### config.mk
export PLATFORM = sky130hd
export DESIGN_NAME = mmu_systolic_2x2
export DESIGN_NICKNAME = d
export VERILOG_FILES = /design/src/rtl/mmu_pkg.sv /design/src/rtl/mmu_pe.sv /design/src/rtl/mmu_systolic_2x2.sv
export SDC_FILE = /design/constraint.sdc
export NUM_CORES = 1
export LEC_CHECK = 0
export ABC_CLOCK_PERIOD_IN_PS = 10660
export BUFFER_PORTS_ARGS = -buffer_cell sky130_fd_sc_hd__buf_4
export CORE_MARGIN = 1.5
export CORE_UTILIZATION = 43
export CTS_BUF_LIST = sky130_fd_sc_hd__clkbuf_16
export DETAILED_ROUTE_END_ITERATION = 10
export PLACE_DENSITY = 0.7
export SLEW_MARGIN = 40
export SYNTH_ARGS = -nofsm -noshare
export SYNTH_HDL_FRONTEND = slang
export SYNTH_SLANG_ARGS = --single-unit
### constraint.sdc
create_clock -name clk -period 10.66 [get_ports clk]
set_input_delay 1.066 -clock clk [delete_from_list [all_inputs] [get_ports clk]]
set_output_delay 1.066 -clock clk [all_outputs]
set_load 0.01 [all_outputs]
### src/rtl/mmu_pkg.sv
// Shared widths, result-select codes, sequencing constants and the result
// saturation helper for the 2x2 systolic matrix-multiply unit.
package mmu_pkg;

   localparam int DATA_W    = 8;
   localparam int ACC_W     = 16;
   localparam int ACC_INT_W = 2 * DATA_W + 1;

   localparam logic [1:0] OSEL_C00 = 2'd0;
   localparam logic [1:0] OSEL_C01 = 2'd1;
   localparam logic [1:0] OSEL_C10 = 2'd2;
   localparam logic [1:0] OSEL_C11 = 2'd3;

   localparam logic [2:0] MMU_FIRST_STEP = 3'd0;
   localparam logic [2:0] MMU_LAST_STEP  = 3'd3;

   // Clamp a full-precision partial sum into the narrower signed result range.
   function automatic logic signed [ACC_W-1:0] sat_acc(input logic signed [ACC_INT_W-1:0] v);
      logic signed [ACC_INT_W-1:0] max_v;
      logic signed [ACC_INT_W-1:0] min_v;
      logic signed [ACC_W-1:0]     r;
      max_v = {{(ACC_INT_W - ACC_W + 1){1'b0}}, {(ACC_W - 1){1'b1}}};
      min_v = {{(ACC_INT_W - ACC_W + 1){1'b1}}, {(ACC_W - 1){1'b0}}};
      if (v > max_v) begin
         r = {1'b0, {(ACC_W - 1){1'b1}}};
      end else if (v < min_v) begin
         r = {1'b1, {(ACC_W - 1){1'b0}}};
      end else begin
         r = v[ACC_W-1:0];
      end
      return r;
   endfunction

endpackage

### src/rtl/mmu_pe.sv
// Output-stationary MAC processing element: forwards its operands one step
// right/down and either loads or accumulates their signed product.
module mmu_pe #(
   parameter int DATA_W = mmu_pkg::DATA_W,
   parameter int PSUM_W = 2 * DATA_W + 1
) (
   input  logic                     clk,
   input  logic                     rst_n,
   input  logic                     step,
   input  logic                     load,
   input  logic signed [DATA_W-1:0] a_in,
   input  logic signed [DATA_W-1:0] b_in,
   output logic signed [DATA_W-1:0] a_out,
   output logic signed [DATA_W-1:0] b_out,
   output logic signed [PSUM_W-1:0] acc
);

   logic signed [2*DATA_W-1:0] prod_s;
   logic signed [PSUM_W-1:0]   prod_ext_s;
   logic signed [PSUM_W-1:0]   acc_nxt_s;
   logic signed [DATA_W-1:0]   a_r;
   logic signed [DATA_W-1:0]   b_r;
   logic signed [PSUM_W-1:0]   acc_r;

   // Product of the current operands and the resulting accumulator value.
   always_comb begin
      prod_s     = a_in * b_in;
      prod_ext_s = PSUM_W'(prod_s);
      if (load) begin
         acc_nxt_s = prod_ext_s;
      end else begin
         acc_nxt_s = acc_r + prod_ext_s;
      end
   end

   // Operand forwarding and accumulation; everything freezes between steps.
   always_ff @(posedge clk or negedge rst_n) begin
      if (!rst_n) begin
         a_r   <= {DATA_W{1'b0}};
         b_r   <= {DATA_W{1'b0}};
         acc_r <= {PSUM_W{1'b0}};
      end else if (step) begin
         a_r   <= a_in;
         b_r   <= b_in;
         acc_r <= acc_nxt_s;
      end else begin
         a_r   <= a_r;
         b_r   <= b_r;
         acc_r <= acc_r;
      end
   end

   assign a_out = a_r;
   assign b_out = b_r;
   assign acc   = acc_r;

endmodule

### src/rtl/mmu_systolic_2x2.sv
// 2x2 output-stationary systolic matrix multiply (C = A x B) with skewed
// edge feeds, completion flags and a saturated, selectable result port.
module mmu_systolic_2x2 #(
   parameter int DATA_W = mmu_pkg::DATA_W,
   parameter int ACC_W  = mmu_pkg::ACC_W
) (
   input  logic                     clk,
   input  logic                     rst_n,
   input  logic                     mmu_en,
   input  logic [2:0]               mmu_cycle,
   input  logic [4*DATA_W-1:0]      mat_a,
   input  logic [4*DATA_W-1:0]      mat_b,
   input  logic [1:0]               output_select,
   output logic signed [ACC_W-1:0]  c_out,
   output logic                     c_valid,
   output logic                     busy
);

   import mmu_pkg::*;

   localparam int PSUM_W = 2 * DATA_W + 1;

   logic                     step_s;
   logic                     start_s;
   logic                     last_s;
   logic signed [DATA_W-1:0] row_a_s [2];
   logic signed [DATA_W-1:0] col_b_s [2];
   logic signed [DATA_W-1:0] a_in_s  [2][2];
   logic signed [DATA_W-1:0] b_in_s  [2][2];
   logic signed [DATA_W-1:0] a_fwd_s [2][2];
   logic signed [DATA_W-1:0] b_fwd_s [2][2];
   logic signed [PSUM_W-1:0] acc_s   [2][2];
   logic signed [PSUM_W-1:0] sel_acc_s;
   logic                     c_valid_r;
   logic                     busy_r;
   logic                     unused_edge_fwd_s;

   assign step_s  = mmu_en & (mmu_cycle <= MMU_LAST_STEP);
   assign start_s = step_s & (mmu_cycle == MMU_FIRST_STEP);
   assign last_s  = step_s & (mmu_cycle == MMU_LAST_STEP);

   // Skewed edge feeds: row i / column j see their k-th operand on step i+k / j+k.
   always_comb begin
      row_a_s[0] = {DATA_W{1'b0}};
      row_a_s[1] = {DATA_W{1'b0}};
      col_b_s[0] = {DATA_W{1'b0}};
      col_b_s[1] = {DATA_W{1'b0}};
      case (mmu_cycle)
         3'd0: begin
            row_a_s[0] = mat_a[DATA_W-1:0];
            col_b_s[0] = mat_b[DATA_W-1:0];
         end
         3'd1: begin
            row_a_s[0] = mat_a[2*DATA_W-1:DATA_W];
            row_a_s[1] = mat_a[3*DATA_W-1:2*DATA_W];
            col_b_s[0] = mat_b[3*DATA_W-1:2*DATA_W];
            col_b_s[1] = mat_b[2*DATA_W-1:DATA_W];
         end
         3'd2: begin
            row_a_s[1] = mat_a[4*DATA_W-1:3*DATA_W];
            col_b_s[1] = mat_b[4*DATA_W-1:3*DATA_W];
         end
         default: begin
            row_a_s[0] = {DATA_W{1'b0}};
            row_a_s[1] = {DATA_W{1'b0}};
            col_b_s[0] = {DATA_W{1'b0}};
            col_b_s[1] = {DATA_W{1'b0}};
         end
      endcase
   end

   for (genvar i = 0; i < 2; i++) begin : g_row
      for (genvar j = 0; j < 2; j++) begin : g_col
         // Interior links are forced to zero on a start so stale operands
         // from an aborted run never reach the freshly loaded accumulators.
         if (j == 0) begin : g_a_edge
            assign a_in_s[i][j] = row_a_s[i];
         end else begin : g_a_link
            assign a_in_s[i][j] = start_s ? {DATA_W{1'b0}} : a_fwd_s[i][j-1];
         end
         if (i == 0) begin : g_b_edge
            assign b_in_s[i][j] = col_b_s[j];
         end else begin : g_b_link
            assign b_in_s[i][j] = start_s ? {DATA_W{1'b0}} : b_fwd_s[i-1][j];
         end

         mmu_pe #(
            .DATA_W (DATA_W),
            .PSUM_W (PSUM_W)
         ) u_pe (
            .clk   (clk),
            .rst_n (rst_n),
            .step  (step_s),
            .load  (start_s),
            .a_in  (a_in_s[i][j]),
            .b_in  (b_in_s[i][j]),
            .a_out (a_fwd_s[i][j]),
            .b_out (b_fwd_s[i][j]),
            .acc   (acc_s[i][j])
         );
      end
   end

   // Operands leaving the right and bottom edges of the array go nowhere.
   assign unused_edge_fwd_s = ^{a_fwd_s[0][1], a_fwd_s[1][1], b_fwd_s[1][0], b_fwd_s[1][1]};

   // Sequence status: a start clears valid, the last step publishes results.
   always_ff @(posedge clk or negedge rst_n) begin
      if (!rst_n) begin
         c_valid_r <= 1'b0;
         busy_r    <= 1'b0;
      end else if (start_s) begin
         c_valid_r <= 1'b0;
         busy_r    <= 1'b1;
      end else if (last_s) begin
         c_valid_r <= 1'b1;
         busy_r    <= 1'b0;
      end else begin
         c_valid_r <= c_valid_r;
         busy_r    <= busy_r;
      end
   end

   // Result pick from the registered accumulators.
   always_comb begin
      sel_acc_s = acc_s[0][0];
      case (output_select)
         OSEL_C00: sel_acc_s = acc_s[0][0];
         OSEL_C01: sel_acc_s = acc_s[0][1];
         OSEL_C10: sel_acc_s = acc_s[1][0];
         OSEL_C11: sel_acc_s = acc_s[1][1];
         default:  sel_acc_s = acc_s[0][0];
      endcase
   end

   assign c_out   = sat_acc(sel_acc_s);
   assign c_valid = c_valid_r;
   assign busy    = busy_r;

endmodule

==> flow_summary_export.csv <==
group,metric,value,unit
outcome,outcome,"complete, no violations",
timing,fmax,125,MHz
placed_design,post-place-ws,2250,ps
global_route,gr-total-overflow,0,
placed_design,dp_hpwl,37800,um
floorplanning,coreArea,40700,um2
floorplanning,fp.dieW,206,um
floorplanning,dieHeight,206,um
clock_tree,cts.sinks,102,
pwr,finalPower,2.37,mW
critical_path,critPathRequiredTime,10920,ps
pwr,switching_share,45.8,%
global_route,gr-usage-all-layers,22.6,%
timing,drv_slew,0,
clock_tree,cts_buffers,9,
floorplanning,die_area,42400,um2
logic_synthesis,ys_async_sr_fraction,100,%
placed_design,place_area,19000,um2
clock_tree,cts-resized-gates,0,
route,vias,14700,
critical_path,cpPeakStageDelay,550,ps
critical_path,crit_slowest_cell,"nor3_4",
critical_path,reg2reg_depth,24,
timing,max_slew_margin,44.4,%
min_path,hp-start,"g_row[1].g_col[1].u_pe.acc[16]$_DFFE_PN0N_",
timing,setup_tns,0,ps
clock_tree,cts-htree-levels,3,
global_route,grt_first_pass_wirelength,76200,um
critical_path,crit_type,"primary input to register",
timing,hold_viol,0,
pwr,power.leakage,9.81,nW
critical_path,endpoint,"g_row[0].g_col[1].u_pe.acc[16]$_DFFE_PN0N_",
critical_path,end_kind,"register",
logic_synthesis,syn_nets,2545,
pwr,comb_power_share,58.2,%
logic_synthesis,yosysSeqAreaShare,14.4,%
min_path,holdCritPathClass,"register to register",
global_route,antenna_found_initial,0,
logic_synthesis,synth_edf_count,0,
logic_synthesis,yosys.cell_types.count,64,
logic_synthesis,yosys_register_bits,102,
route,dr.pass1.iters,5,
critical_path,cp_max_fo,23,
route,ant_nets,0,
critical_path,r2r-end,"g_row[0].g_col[1].u_pe.acc[16]$_DFFE_PN0N_",
timing,setup_viol,0,
layout,mostFrequentLayoutCell,"inv_1",
placed_design,port_buffers,89,
timing,timing.final.ws_setup,2670,ps
critical_path,r2r_start,"g_row[0].g_col[0].u_pe.a_out[6]$_DFFE_PN0N_",
route,drc,0,
clock_tree,clockBufferDepth,2,
layout,layout.nets,2608,
layout,layout_common_cells,"inv_1 (355), nor2_1 (227), fa_1 (224), ha_1 (183), nand2_1 (142)",
timing,whs,460,ps
critical_path,startpoint_type,"primary input",
logic_synthesis,synth_flop_cell,"dfrtp_1",
logic_synthesis,synth_warnings,0,
critical_path,ff2ff_setup_slack,4250,ps
pwr,p_per_area,123,nW/um2
pwr,intPower,1.29,mW
clock_tree,cts.clk_slew.worst_paths,90,ps
clock_tree,clk_latency,380,ps
floorplanning,row_count,74,
route,drtIter0Drc,902,
timing,period_share,74.9,%
logic_synthesis,syn-cell-area,17700,um2
layout,area_delta_synth_final,9.13,%
timing,fin_skew,18.7,ps
pwr,irDropWorstVdd,87.5,uV
logic_synthesis,synth_cells,2066,
critical_path,crit_start,"mmu_cycle[0]",
critical_path,arrival,8250,ps
layout,antenna_cells,0,
clock_tree,cts_tree,"done",
clock_tree,cts_root_buf,"clkbuf_16",
floorplanning,io_pins,90,
job,drv_cap,0,
route,post_drt_wl_per_cell,17.3,um
global_route,grt_pass1_vias,14900,
clock_tree,post_cts_buffers,0,
pwr,p_sw,1.08,mW
timing,rsz0062_at_grt,"no",
layout,stdcell_area,19300,um2
timing,tightest_slew,834,ps
global_route,grt_max_degree,94,
route,finalWirelength,46100,um
pwr,clkPwrFrac,14.3,%
logic_synthesis,avgSynthCellArea,8.57,um2
placed_design,gp_congestion,0.927,
floorplanning,start_util,43.4,%
timing,min_period,7990,ps
clock_tree,cts_hold_buf,0,
pwr,seqPwrFrac,27.4,%
route,viasPerCell,5.53,
layout,drive_gt1_share,9.09,%
-- registers in the layout, summed over array words and instances, names as in the netlist --
signal and count:
g_row.g_col.u_pe.a_out 16, g_row.g_col.u_pe.b_out 16, g_row.g_col.u_pe.acc 68, c_valid 1, busy 1
-- critical path, delay by kind of cell --
| kind | cells | cell delay [ps] |
|---|---|---|
| AOI/OAI and AO/OA | 8 | 1420 |
| xor gates and xnor gates | 1 | 150 |
| and+or+nand+nor | 7 | 2080 |
| buffers and inverters | 7 | 940 |
| adders and majority gates | 6 | 2570 |
-- per-layer routing --
metal / routed length, um / track usage, %
met5: 0 / 0
met4: 1150 / 6.26
met3: 2490 / 2.60
met2: 22700 / 38.7
met1: 19800 / 30.3
-- synth_stat cells (3+ instances only) --
library cell / instances / area [um2]
a211o_1: 3 / 26.3
a211oi_1: 14 / 105
a21o_1: 36 / 270
a21oi_1: 111 / 556
a221oi_1: 4 / 35.0
a22o_1: 9 / 78.8
a22oi_1: 35 / 263
a31o_2: 3 / 26.3
a31oi_1: 18 / 113
and2_1: 8 / 50.1
and3_1: 48 / 300
buf_1: 17 / 63.8
clkbuf_1: 48 / 180
dfrtp_1: 102 / 2550
fa_1: 224 / 4480
ha_1: 183 / 2290
inv_1: 355 / 1330
maj3_1: 15 / 150
mux2i_1: 7 / 70.1
mux4_2: 18 / 405
nand2_1: 143 / 537
nand2b_1: 12 / 75.1
nand3_1: 55 / 275
nand4_1: 5 / 31.3
nor2_1: 227 / 852
nor2b_1: 10 / 62.6
nor3_1: 28 / 140
nor4_1: 7 / 43.8
o211ai_1: 6 / 45.0
o21a_1: 12 / 90.1
o21ai_0: 103 / 515
o21bai_1: 11 / 82.6
o22ai_1: 4 / 25.0
o31ai_1: 7 / 52.6
or2_2: 25 / 156
or3_1: 12 / 75.1
xnor2_1: 87 / 762
xor2_1: 24 / 210
-- cell families (layout without fill, tap and decap cells) --
kind of cell,count (synthesis),count (layout),synth area share (%)
flip-flops,102,102,14.4
adder cells (fa/ha/maj),422,422,39.1
XOR/XNOR,111,111,5.49
multiplexers,27,27,2.83
AO/OA/AOI/OAI,398,398,14.3
buffers and inverters,420,488,8.91
AND/OR/NAND/NOR,586,586,15.0
-- through the flow --
| step | std cells | util (%) |
|---|---|---|
| 3_3_place_gp | 2635 | 46.4 |
| 4_1_cts | 2656 | 47.3 |
| 2_1_floorplan | 2066 | - |
| 3_5_place_dp | 2640 | 46.5 |
| 5_1_grt | 2666 | 47.4 |
| 6_report | 2666 | 47.4 |
-- worst min-delay path by stage --
stage                                                      end  slack (ps)  cells past startpoint
global placement    g_row[1].g_col[1].u_pe.acc[16]$_DFFE_PN0N_         450                      1
global route        g_row[1].g_col[1].u_pe.acc[16]$_DFFE_PN0N_         490                      1
finish              g_row[1].g_col[1].u_pe.acc[16]$_DFFE_PN0N_         460                      1
detailed placement  g_row[1].g_col[0].u_pe.acc[16]$_DFFE_PN0N_         450                      1
floorplan           g_row[1].g_col[0].u_pe.acc[16]$_DFFE_PN0N_         430                      1
CTS                 g_row[1].g_col[1].u_pe.acc[16]$_DFFE_PN0N_         470                      1
-- power by group through the flow --
stage	Combinational, mW	Sequential [mW]	Clock (mW)
floorplan	1.03	0.579	0
global placement	1.32	0.645	0
detailed placement	1.36	0.652	0
CTS	1.37	0.645	0.344
global route	1.54	0.666	0.357
finish	1.38	0.650	0.340
-- final cells by class --
| type | instances | area, um2 |
|---|---|---|
| Inverter | 355 | 1330 |
| Clock inverter | 7 | 68.8 |
| Tap cell | 532 | 666 |
| Timing Repair Buffer | 117 | 851 |
| Fill cell | 3910 | 21400 |
| Sequential cell | 102 | 2550 |
| Multi-Input combinational cell | 1544 | 13600 |
| Clock buffer | 9 | 225 |
Note: power is estimated with default switching activity, not from simulation.
